===== src/rtl/sargantana_icache_access_sched_if.sv =====
// Request/grant bundle between the I-cache access scheduler, its requesters
// (core, refill engine, upper level) and the replace unit control inputs.
interface sargantana_icache_access_sched_if #(
    parameter int unsigned IDX_W = 6
);
    logic             flush_req_i;
    logic             flush_busy_o;
    logic             flush_ack_o;
    logic             inval_req_i;
    logic [IDX_W-1:0] inval_idx_i;
    logic             inval_ack_o;
    logic             refill_req_i;
    logic [IDX_W-1:0] refill_idx_i;
    logic             refill_gnt_o;
    logic             rd_req_i;
    logic [IDX_W-1:0] rd_idx_i;
    logic             rd_gnt_o;
    logic             flush_ena_o;
    logic             inval_o;
    logic             cache_rd_ena_o;
    logic             cache_wr_ena_o;
    logic [IDX_W-1:0] cline_index_o;

    modport master (
        output flush_req_i, inval_req_i, inval_idx_i, refill_req_i, refill_idx_i,
               rd_req_i, rd_idx_i,
        input  flush_busy_o, flush_ack_o, inval_ack_o, refill_gnt_o, rd_gnt_o,
               flush_ena_o, inval_o, cache_rd_ena_o, cache_wr_ena_o, cline_index_o
    );

    modport slave (
        input  flush_req_i, inval_req_i, inval_idx_i, refill_req_i, refill_idx_i,
               rd_req_i, rd_idx_i,
        output flush_busy_o, flush_ack_o, inval_ack_o, refill_gnt_o, rd_gnt_o,
               flush_ena_o, inval_o, cache_rd_ena_o, cache_wr_ena_o, cline_index_o
    );
endinterface


===== src/rtl/sargantana_icache_access_sched.sv =====
// I-cache access scheduler: arbitrates flush walk, refill, invalidation and lookup.
// Optional macro ICACHE_FLUSH_ON_RESET_EN starts a full flush walk out of reset.
module sargantana_icache_access_sched #(
    parameter int unsigned ICACHE_N_WAY     = 4,
    parameter int unsigned ICACHE_IDX_WIDTH = 6
) (
    input logic                             clk_i,
    input logic                             rst_i,
    sargantana_icache_access_sched_if.slave bus
);

    typedef enum logic [1:0] {
        IDLE,
        FLUSH_START,
        FLUSH_WALK,
        FLUSH_DONE
    } state_e;

`ifdef ICACHE_FLUSH_ON_RESET_EN
    localparam state_e RESET_STATE = FLUSH_START;
`else
    localparam state_e RESET_STATE = IDLE;
`endif

    localparam logic [ICACHE_IDX_WIDTH-1:0] LAST_IDX = {ICACHE_IDX_WIDTH{1'b1}};

    if (ICACHE_N_WAY == 0 || ICACHE_IDX_WIDTH == 0) begin : g_bad_cfg
        $error("sargantana_icache_access_sched: ways and index width must be non-zero");
    end

    state_e                      state_q, state_d;
    logic [ICACHE_IDX_WIDTH-1:0] flush_cnt_q, flush_cnt_d;
    logic                        reflush_pend_q, reflush_pend_d;
    logic                        inval_vld_q, inval_vld_d;
    logic [ICACHE_IDX_WIDTH-1:0] inval_idx_q, inval_idx_d;

    logic                        drain;
    logic                        flush_busy, flush_ack, inval_ack, refill_gnt, rd_gnt;
    logic                        flush_ena, inval, rd_ena, wr_ena;
    logic [ICACHE_IDX_WIDTH-1:0] cline_index;

    always_comb begin
        state_d        = state_q;
        flush_cnt_d    = flush_cnt_q;
        reflush_pend_d = reflush_pend_q;
        inval_vld_d    = inval_vld_q;
        inval_idx_d    = inval_idx_q;
        drain          = 1'b0;
        flush_busy     = 1'b0;
        flush_ack      = 1'b0;
        inval_ack      = 1'b0;
        refill_gnt     = 1'b0;
        rd_gnt         = 1'b0;
        flush_ena      = 1'b0;
        inval          = 1'b0;
        rd_ena         = 1'b0;
        wr_ena         = 1'b0;
        cline_index    = '0;

        case (state_q)
            IDLE: begin
                if (bus.flush_req_i) begin
                    state_d = FLUSH_START;
                end else if (bus.refill_req_i) begin
                    wr_ena      = 1'b1;
                    refill_gnt  = 1'b1;
                    cline_index = bus.refill_idx_i;
                end else if (inval_vld_q) begin
                    inval       = 1'b1;
                    drain       = 1'b1;
                    cline_index = inval_idx_q;
                end else if (bus.rd_req_i) begin
                    rd_ena      = 1'b1;
                    rd_gnt      = 1'b1;
                    cline_index = bus.rd_idx_i;
                end
            end
            FLUSH_START: begin
                flush_busy  = 1'b1;
                flush_ena   = 1'b1;
                drain       = 1'b1;
                flush_cnt_d = '0;
                state_d     = FLUSH_WALK;
                if (bus.flush_req_i) reflush_pend_d = 1'b1;
            end
            FLUSH_WALK: begin
                flush_busy  = 1'b1;
                inval       = 1'b1;
                drain       = 1'b1;
                cline_index = flush_cnt_q;
                if (bus.flush_req_i) reflush_pend_d = 1'b1;
                // The counter returns to 0 only on the hand-off to FLUSH_DONE.
                if (flush_cnt_q == LAST_IDX) begin
                    flush_cnt_d = '0;
                    state_d     = FLUSH_DONE;
                end else begin
                    flush_cnt_d = flush_cnt_q + 1'b1;
                end
            end
            FLUSH_DONE: begin
                flush_busy = 1'b1;
                flush_ack  = 1'b1;
                drain      = 1'b1;
                // A request arriving in this last cycle merges into the pending re-flush.
                if (reflush_pend_q || bus.flush_req_i) begin
                    reflush_pend_d = 1'b0;
                    state_d        = FLUSH_START;
                end else begin
                    state_d = IDLE;
                end
            end
            default: state_d = IDLE;
        endcase

        // During a flush the buffer keeps acking but every entry is discarded.
        inval_ack = bus.inval_req_i & (~inval_vld_q | drain);
        if (state_q != IDLE) begin
            inval_vld_d = 1'b0;
        end else if (inval_ack) begin
            inval_vld_d = 1'b1;
            inval_idx_d = bus.inval_idx_i;
        end else if (drain) begin
            inval_vld_d = 1'b0;
        end

        if (rst_i) begin
            flush_busy  = 1'b0;
            flush_ack   = 1'b0;
            inval_ack   = 1'b0;
            refill_gnt  = 1'b0;
            rd_gnt      = 1'b0;
            flush_ena   = 1'b0;
            inval       = 1'b0;
            rd_ena      = 1'b0;
            wr_ena      = 1'b0;
            cline_index = '0;
        end
    end

    always_ff @(posedge clk_i) begin
        if (rst_i) begin
            state_q        <= RESET_STATE;
            flush_cnt_q    <= '0;
            reflush_pend_q <= 1'b0;
            inval_vld_q    <= 1'b0;
        end else begin
            state_q        <= state_d;
            flush_cnt_q    <= flush_cnt_d;
            reflush_pend_q <= reflush_pend_d;
            inval_vld_q    <= inval_vld_d;
        end
    end

    // Index payload is qualified by inval_vld_q, so it needs no reset.
    always_ff @(posedge clk_i) begin
        inval_idx_q <= inval_idx_d;
    end

    assign bus.flush_busy_o   = flush_busy;
    assign bus.flush_ack_o    = flush_ack;
    assign bus.inval_ack_o    = inval_ack;
    assign bus.refill_gnt_o   = refill_gnt;
    assign bus.rd_gnt_o       = rd_gnt;
    assign bus.flush_ena_o    = flush_ena;
    assign bus.inval_o        = inval;
    assign bus.cache_rd_ena_o = rd_ena;
    assign bus.cache_wr_ena_o = wr_ena;
    assign bus.cline_index_o  = cline_index;

endmodule


===== src/flat_wrapper.sv =====
// flat-port wrapper written by rule: the top's interface ports become plain ports
module sargantana_icache_access_sched_flat 
#(
    parameter int unsigned ICACHE_N_WAY     = 4,
    parameter int unsigned ICACHE_IDX_WIDTH = 6
)
  (clk_i, rst_i, bus_flush_req_i, bus_inval_req_i, bus_inval_idx_i, bus_refill_req_i, bus_refill_idx_i, bus_rd_req_i, bus_rd_idx_i, bus_flush_busy_o, bus_flush_ack_o, bus_inval_ack_o, bus_refill_gnt_o, bus_rd_gnt_o, bus_flush_ena_o, bus_inval_o, bus_cache_rd_ena_o, bus_cache_wr_ena_o, bus_cline_index_o);
  sargantana_icache_access_sched_if #(.IDX_W((6))) bus_i ();
  input logic clk_i;
  input logic rst_i;
  input wire logic [$bits(bus_i.flush_req_i)-1:0] bus_flush_req_i;
  input wire logic [$bits(bus_i.inval_req_i)-1:0] bus_inval_req_i;
  input wire logic [$bits(bus_i.inval_idx_i)-1:0] bus_inval_idx_i;
  input wire logic [$bits(bus_i.refill_req_i)-1:0] bus_refill_req_i;
  input wire logic [$bits(bus_i.refill_idx_i)-1:0] bus_refill_idx_i;
  input wire logic [$bits(bus_i.rd_req_i)-1:0] bus_rd_req_i;
  input wire logic [$bits(bus_i.rd_idx_i)-1:0] bus_rd_idx_i;
  output wire logic [$bits(bus_i.flush_busy_o)-1:0] bus_flush_busy_o;
  output wire logic [$bits(bus_i.flush_ack_o)-1:0] bus_flush_ack_o;
  output wire logic [$bits(bus_i.inval_ack_o)-1:0] bus_inval_ack_o;
  output wire logic [$bits(bus_i.refill_gnt_o)-1:0] bus_refill_gnt_o;
  output wire logic [$bits(bus_i.rd_gnt_o)-1:0] bus_rd_gnt_o;
  output wire logic [$bits(bus_i.flush_ena_o)-1:0] bus_flush_ena_o;
  output wire logic [$bits(bus_i.inval_o)-1:0] bus_inval_o;
  output wire logic [$bits(bus_i.cache_rd_ena_o)-1:0] bus_cache_rd_ena_o;
  output wire logic [$bits(bus_i.cache_wr_ena_o)-1:0] bus_cache_wr_ena_o;
  output wire logic [$bits(bus_i.cline_index_o)-1:0] bus_cline_index_o;
  assign bus_i.flush_req_i = bus_flush_req_i;
  assign bus_i.inval_req_i = bus_inval_req_i;
  assign bus_i.inval_idx_i = bus_inval_idx_i;
  assign bus_i.refill_req_i = bus_refill_req_i;
  assign bus_i.refill_idx_i = bus_refill_idx_i;
  assign bus_i.rd_req_i = bus_rd_req_i;
  assign bus_i.rd_idx_i = bus_rd_idx_i;
  assign bus_flush_busy_o = bus_i.flush_busy_o;
  assign bus_flush_ack_o = bus_i.flush_ack_o;
  assign bus_inval_ack_o = bus_i.inval_ack_o;
  assign bus_refill_gnt_o = bus_i.refill_gnt_o;
  assign bus_rd_gnt_o = bus_i.rd_gnt_o;
  assign bus_flush_ena_o = bus_i.flush_ena_o;
  assign bus_inval_o = bus_i.inval_o;
  assign bus_cache_rd_ena_o = bus_i.cache_rd_ena_o;
  assign bus_cache_wr_ena_o = bus_i.cache_wr_ena_o;
  assign bus_cline_index_o = bus_i.cline_index_o;
  sargantana_icache_access_sched #(.ICACHE_N_WAY(ICACHE_N_WAY), .ICACHE_IDX_WIDTH(ICACHE_IDX_WIDTH)) u_core (.clk_i(clk_i), .rst_i(rst_i), .bus(bus_i));
endmodule

===== config.mk =====
export PLATFORM = sky130hd
export DESIGN_NAME = sargantana_icache_access_sched_flat
export DESIGN_NICKNAME = d
export VERILOG_FILES = /design/src/rtl/sargantana_icache_access_sched_if.sv /design/src/rtl/sargantana_icache_access_sched.sv /design/src/flat_wrapper.sv
export SDC_FILE = /design/constraint.sdc
export NUM_CORES = 1
export LEC_CHECK = 0
export BUFFER_PORTS_ARGS = -buffer_cell sky130_fd_sc_hd__clkbuf_2
export CAP_MARGIN = 30
export CORE_ASPECT_RATIO = 1.1
export CORE_UTILIZATION = 47
export CTS_CLUSTER_SIZE = 20
export DETAILED_ROUTE_END_ITERATION = 8
export PLACE_DENSITY = 0.77
export SETUP_SLACK_MARGIN = 0.1
export SYNTH_ARGS = -nofsm -noshare
export SYNTH_HDL_FRONTEND = slang
export SYNTH_SLANG_ARGS = --single-unit

===== constraint.sdc =====
create_clock -name clk_i -period 1.91 [get_ports clk_i]
set_input_delay 0.382 -clock clk_i [delete_from_list [all_inputs] [get_ports clk_i]]
set_output_delay 0.382 -clock clk_i [all_outputs]
set_load 0.005 [all_outputs]

==> tab_implementation.tex <==
\begin{tabular}{lr}
\hline
Metric & Value \\
\hline
\multicolumn{2}{l}{\textbf{GRT}} \\
Grt met2 use & 44.4\% \\
Overall track demand over capacity in global routing & 25.1\% \\
M1 GR Usage & 26.8\% \\
Number of global-route vias before repair & 992 \\
Pin count of the biggest net entering global routing & 14 \\
Wire length of the first global-routing pass & 4130 um \\
Remaining Overflow, GRT & 0 \\
Most used routing layer & met2 \\
Met3 capacity usage during global routing & 2.52\% \\
Number of antenna violations at the first check in global routing & 0 \\
\multicolumn{2}{l}{\textbf{Synth}} \\
Number of instances in the synthesized netlist & 114 \\
Synth Flop Type & sky130\_fd\_sc\_hd\_\_dfxtp\_1 \\
Count of flip-flops with a built-in enable after synthesis & 6 \\
Mean Syn Cell Area & 8.85 um\^{}2 \\
Nets in the synthesized netlist & 144 \\
Number of warnings reported in the yosys synthesis log & 0 \\
Count of cell types in the netlist & 35 \\
Fraction of registers with async set/reset & 0\% \\
Sequential fraction of the synthesis area & 37.7\% \\
Cell area after technology mapping & 1010 um\^{}2 \\
Number of flip-flops and latches in the synthesized netlist & 16 \\
\multicolumn{2}{l}{\textbf{Timing}} \\
Slew Viols, Final & 0 \\
Fin Setup TNS & -1210 ps \\
Final period utilization & 109\% \\
Setup slack of the critical path after layout & -181 ps \\
Slew at the pin closest to its max-slew limit & 304 ps \\
Min Tclk post-route & 2090 ps \\
Hold violation count in the final report & 0 \\
Slew HR & 79.7\% \\
Worst Clk Skew & 9.62 ps \\
Final setup viols & 9 \\
Maximum achievable frequency & 478 MHz \\
Setup repair after global routing missed its margin & yes \\
\multicolumn{2}{l}{\textbf{Layout}} \\
Most common cell after layout, fill and taps aside & sky130\_fd\_sc\_hd\_\_clkbuf\_2 \\
Multi-input gate area & 608 um\^{}2 \\
Final standard cell area without fillers & 1400 um\^{}2 \\
Filler cells & 178 \\
Leading cell types in the layout, fill and taps excluded & sky130\_fd\_sc\_hd\_\_clkbuf\_2, sky130\_fd\_sc\_hd\_\_buf\_4, sky130\_fd\_sc\_hd\_\_nand2\_1, sky130\_fd\_sc\_hd\_\_dfxtp\_1 \\
Final standard cell count with taps included and fillers excluded & 195 \\
Growth of design area from synthesis to finish & 39.0\% \\
Number of nets in the layout & 198 \\
Antenna cells & 0 \\
Area taken by flip-flops and latches & 383 um\^{}2 \\
Post-layout util & 69.3\% \\
Fraction of final layout cells sized beyond drive strength 1 & 44.3\% \\
\multicolumn{2}{l}{\textbf{Power and ir drop}} \\
Switching power of the nets & 605 uW \\
Sequential fraction of design power & 30.5\% \\
Net Sw Frac & 38.3\% \\
Relative contribution of the clock network to total power & 12.3\% \\
Highest ir drop seen on vdd & 0.000766 V \\
Share of power burned in combinational logic & 57.2\% \\
PnR Total Power & 1.58 mW \\
P per Cell Area & 1130 nW/um\^{}2 \\
Internal power & 975 uW \\
Leakage power & 0.612 nW \\
\multicolumn{2}{l}{\textbf{Drt}} \\
Routed Antenna Nets & 0 \\
Average wire per cell in the routed design & 14.0 um \\
Detailed Routing Iterations Pass 1 & 4 \\
Routed Wire Length & 2740 um \\
Via-to-Cell Ratio & 5.49 \\
DR DRC count & 0 \\
Count of routing violations after the opening detailed-route iteration & 19 \\
Vias & 1071 \\
\multicolumn{2}{l}{\textbf{Flow run}} \\
Reported max-cap violation count & 0 \\
\multicolumn{2}{l}{\textbf{Clock network}} \\
Number of buffers added by the clock tree synthesis step & 3 \\
Clock tree from TritonCTS & done \\
CTS H-tree depth & 1 \\
Root buffer cell & sky130\_fd\_sc\_hd\_\_clkbuf\_4 \\
Hold buffer count at cts & 0 \\
Clock latency reported for the late side of the worst-skew pair & 300 ps \\
Total clock sinks & 16 \\
Number of buffers between clock root and the deepest sink & 2 \\
Clock transition at the registers of the reported paths & 100 ps \\
\multicolumn{2}{l}{\textbf{Critical path}} \\
Type of destination of the critical path & output pin \\
Delay-heaviest family, CP & buffers and inverters \\
R2R Path Start & u\_core.state\_q[0] \\
Crit start category & register \\
Data arrival time of the critical path & 1710 ps \\
Crit path buf inv count & 3 \\
Cell breakdown of the critical path & inv\_2 -> ha\_4 -> nand2b\_4 -> nor4b\_4 -> buf\_4 -> nand2\_1 -> a31oi\_1 -> buf\_2 \\
Critical path's slowest cell & sky130\_fd\_sc\_hd\_\_dfxtp\_2 \\
Slowest cell delay on critical path & 330 ps \\
Start-to-end type of the worst setup path & register to output pin \\
Critical path peak fanout & 7 \\
Worst Setup SP & u\_core.state\_q[1] \\
Required @ worst endpoint & 1530 ps \\
\multicolumn{2}{l}{\textbf{Placed design}} \\
Buffers on Ports & 38 \\
Total half-perimeter wirelength after legalization and detailed placement & 2000 um \\
Routability Congestion & 0.876 \\
Placed cell count & 183 \\
Dpl cell area & 1270 um\^{}2 \\
\multicolumn{2}{l}{\textbf{Die}} \\
Starting density of the core & 49.9\% \\
Die Span X & 46.2 um \\
Core Area & 2020 um\^{}2 \\
DIE AREA & 2340 um\^{}2 \\
Number of top-level pins & 39 \\
Site row count & 17 \\
Chip height & 50.6 um \\
\multicolumn{2}{l}{\textbf{Outcome}} \\
Run status & finished with violations \\
Failing checks & negative setup slack \\
\multicolumn{2}{l}{\textbf{Worst hold path}} \\
Beginning of the worst hold path & bus\_inval\_idx\_i[3] \\
Classification of the worst-slack hold path & input pin to register \\
\hline
\end{tabular}
[power by group through the flow]
stage          registers, mW  logic [mW]  clock network (mW)
3_3_place_gp           0.476       0.698                   0
2_1_floorplan          0.480       0.436                   0
4_1_cts                0.477       0.825               0.199
6_report               0.481       0.904               0.194
3_5_place_dp           0.480       0.724                   0
5_1_grt                0.488       0.975               0.214
[layout make-up]
type / instances / area share (%)
clock buffer: 4 / 1.88
inverter: 5 / 1.34
multi-input combinational: 87 / 43.4
sequential: 16 / 27.3
tap: 28 / 2.50
timing repair buffer: 55 / 23.6
[logic make-up (layout without fill, tap and decap cells)]
family	after synthesis	count (layout)	share of synthesized area (%)
flip-flops	16	16	37.7
AO/OA/AOI/OAI	33	33	21.6
adder cells (fa/ha/maj)	6	6	7.44
AND/OR/NAND/NOR	48	48	28.2
buffers and inverters	11	64	5.09
[layer usage]
layer  share of wire, %  vias to the layer above
met2                 52                       31
met4                3.2                        0
li1                   -                      524
met5                  0                        -
met3                3.2                        9
met1                 41                      507
[timing repair]
action | in CTS | in global routing
pin swaps | 13 | 9
setup endpoints to repair | 12 | 12
buffers inserted | 4 | 5
resized for setup | 9 | 12
[cells in the mapped netlist, drive strengths merged (2+ instances only)]
library cell | instances | area, um^2
a21oi | 7 | 35.0
a22oi | 6 | 45.0
a311oi | 2 | 17.5
a31oi | 6 | 37.5
and2 | 2 | 12.5
and3 | 5 | 33.8
buf | 4 | 25.0
clkbuf | 2 | 7.51
dfxtp | 10 | 200
edfxtp | 6 | 180
ha | 6 | 75.1
inv | 5 | 18.8
nand2 | 14 | 52.6
nand2b | 4 | 32.5
nand3 | 4 | 20.0
nor2 | 7 | 26.3
nor2b | 3 | 18.8
nor3 | 3 | 15.0
nor3b | 2 | 26.3
o211ai | 2 | 15.0
o21ai | 6 | 33.8
[final timing paths]
path	to	slack, ps	depth (start not counted)
setup / recovery	bus_cline_index_o[0]	-180	8
hold / removal	u_core.inval_idx_q[3]	250	1
setup reg to reg	u_core.flush_cnt_q[5]	280	8
hold reg to reg	u_core.flush_cnt_q[0]	530	2
[through the flow]
step	hold WS [ps]	setup slack (ps)
floorplan	476	134
global placement	492	70.7
detailed placement	512	14.6
CTS	244	-190
global route	241	-288
finish	247	-181
[registers in the layout (all words and copies together), names as in the netlist]
register / count
u_core.inval_vld_q: 1
u_core.flush_cnt_q: 6
u_core.state_q: 2
u_core.reflush_pend_q: 1
u_core.inval_idx_q: 6
Note: power is estimated with default switching activity, not from simulation.
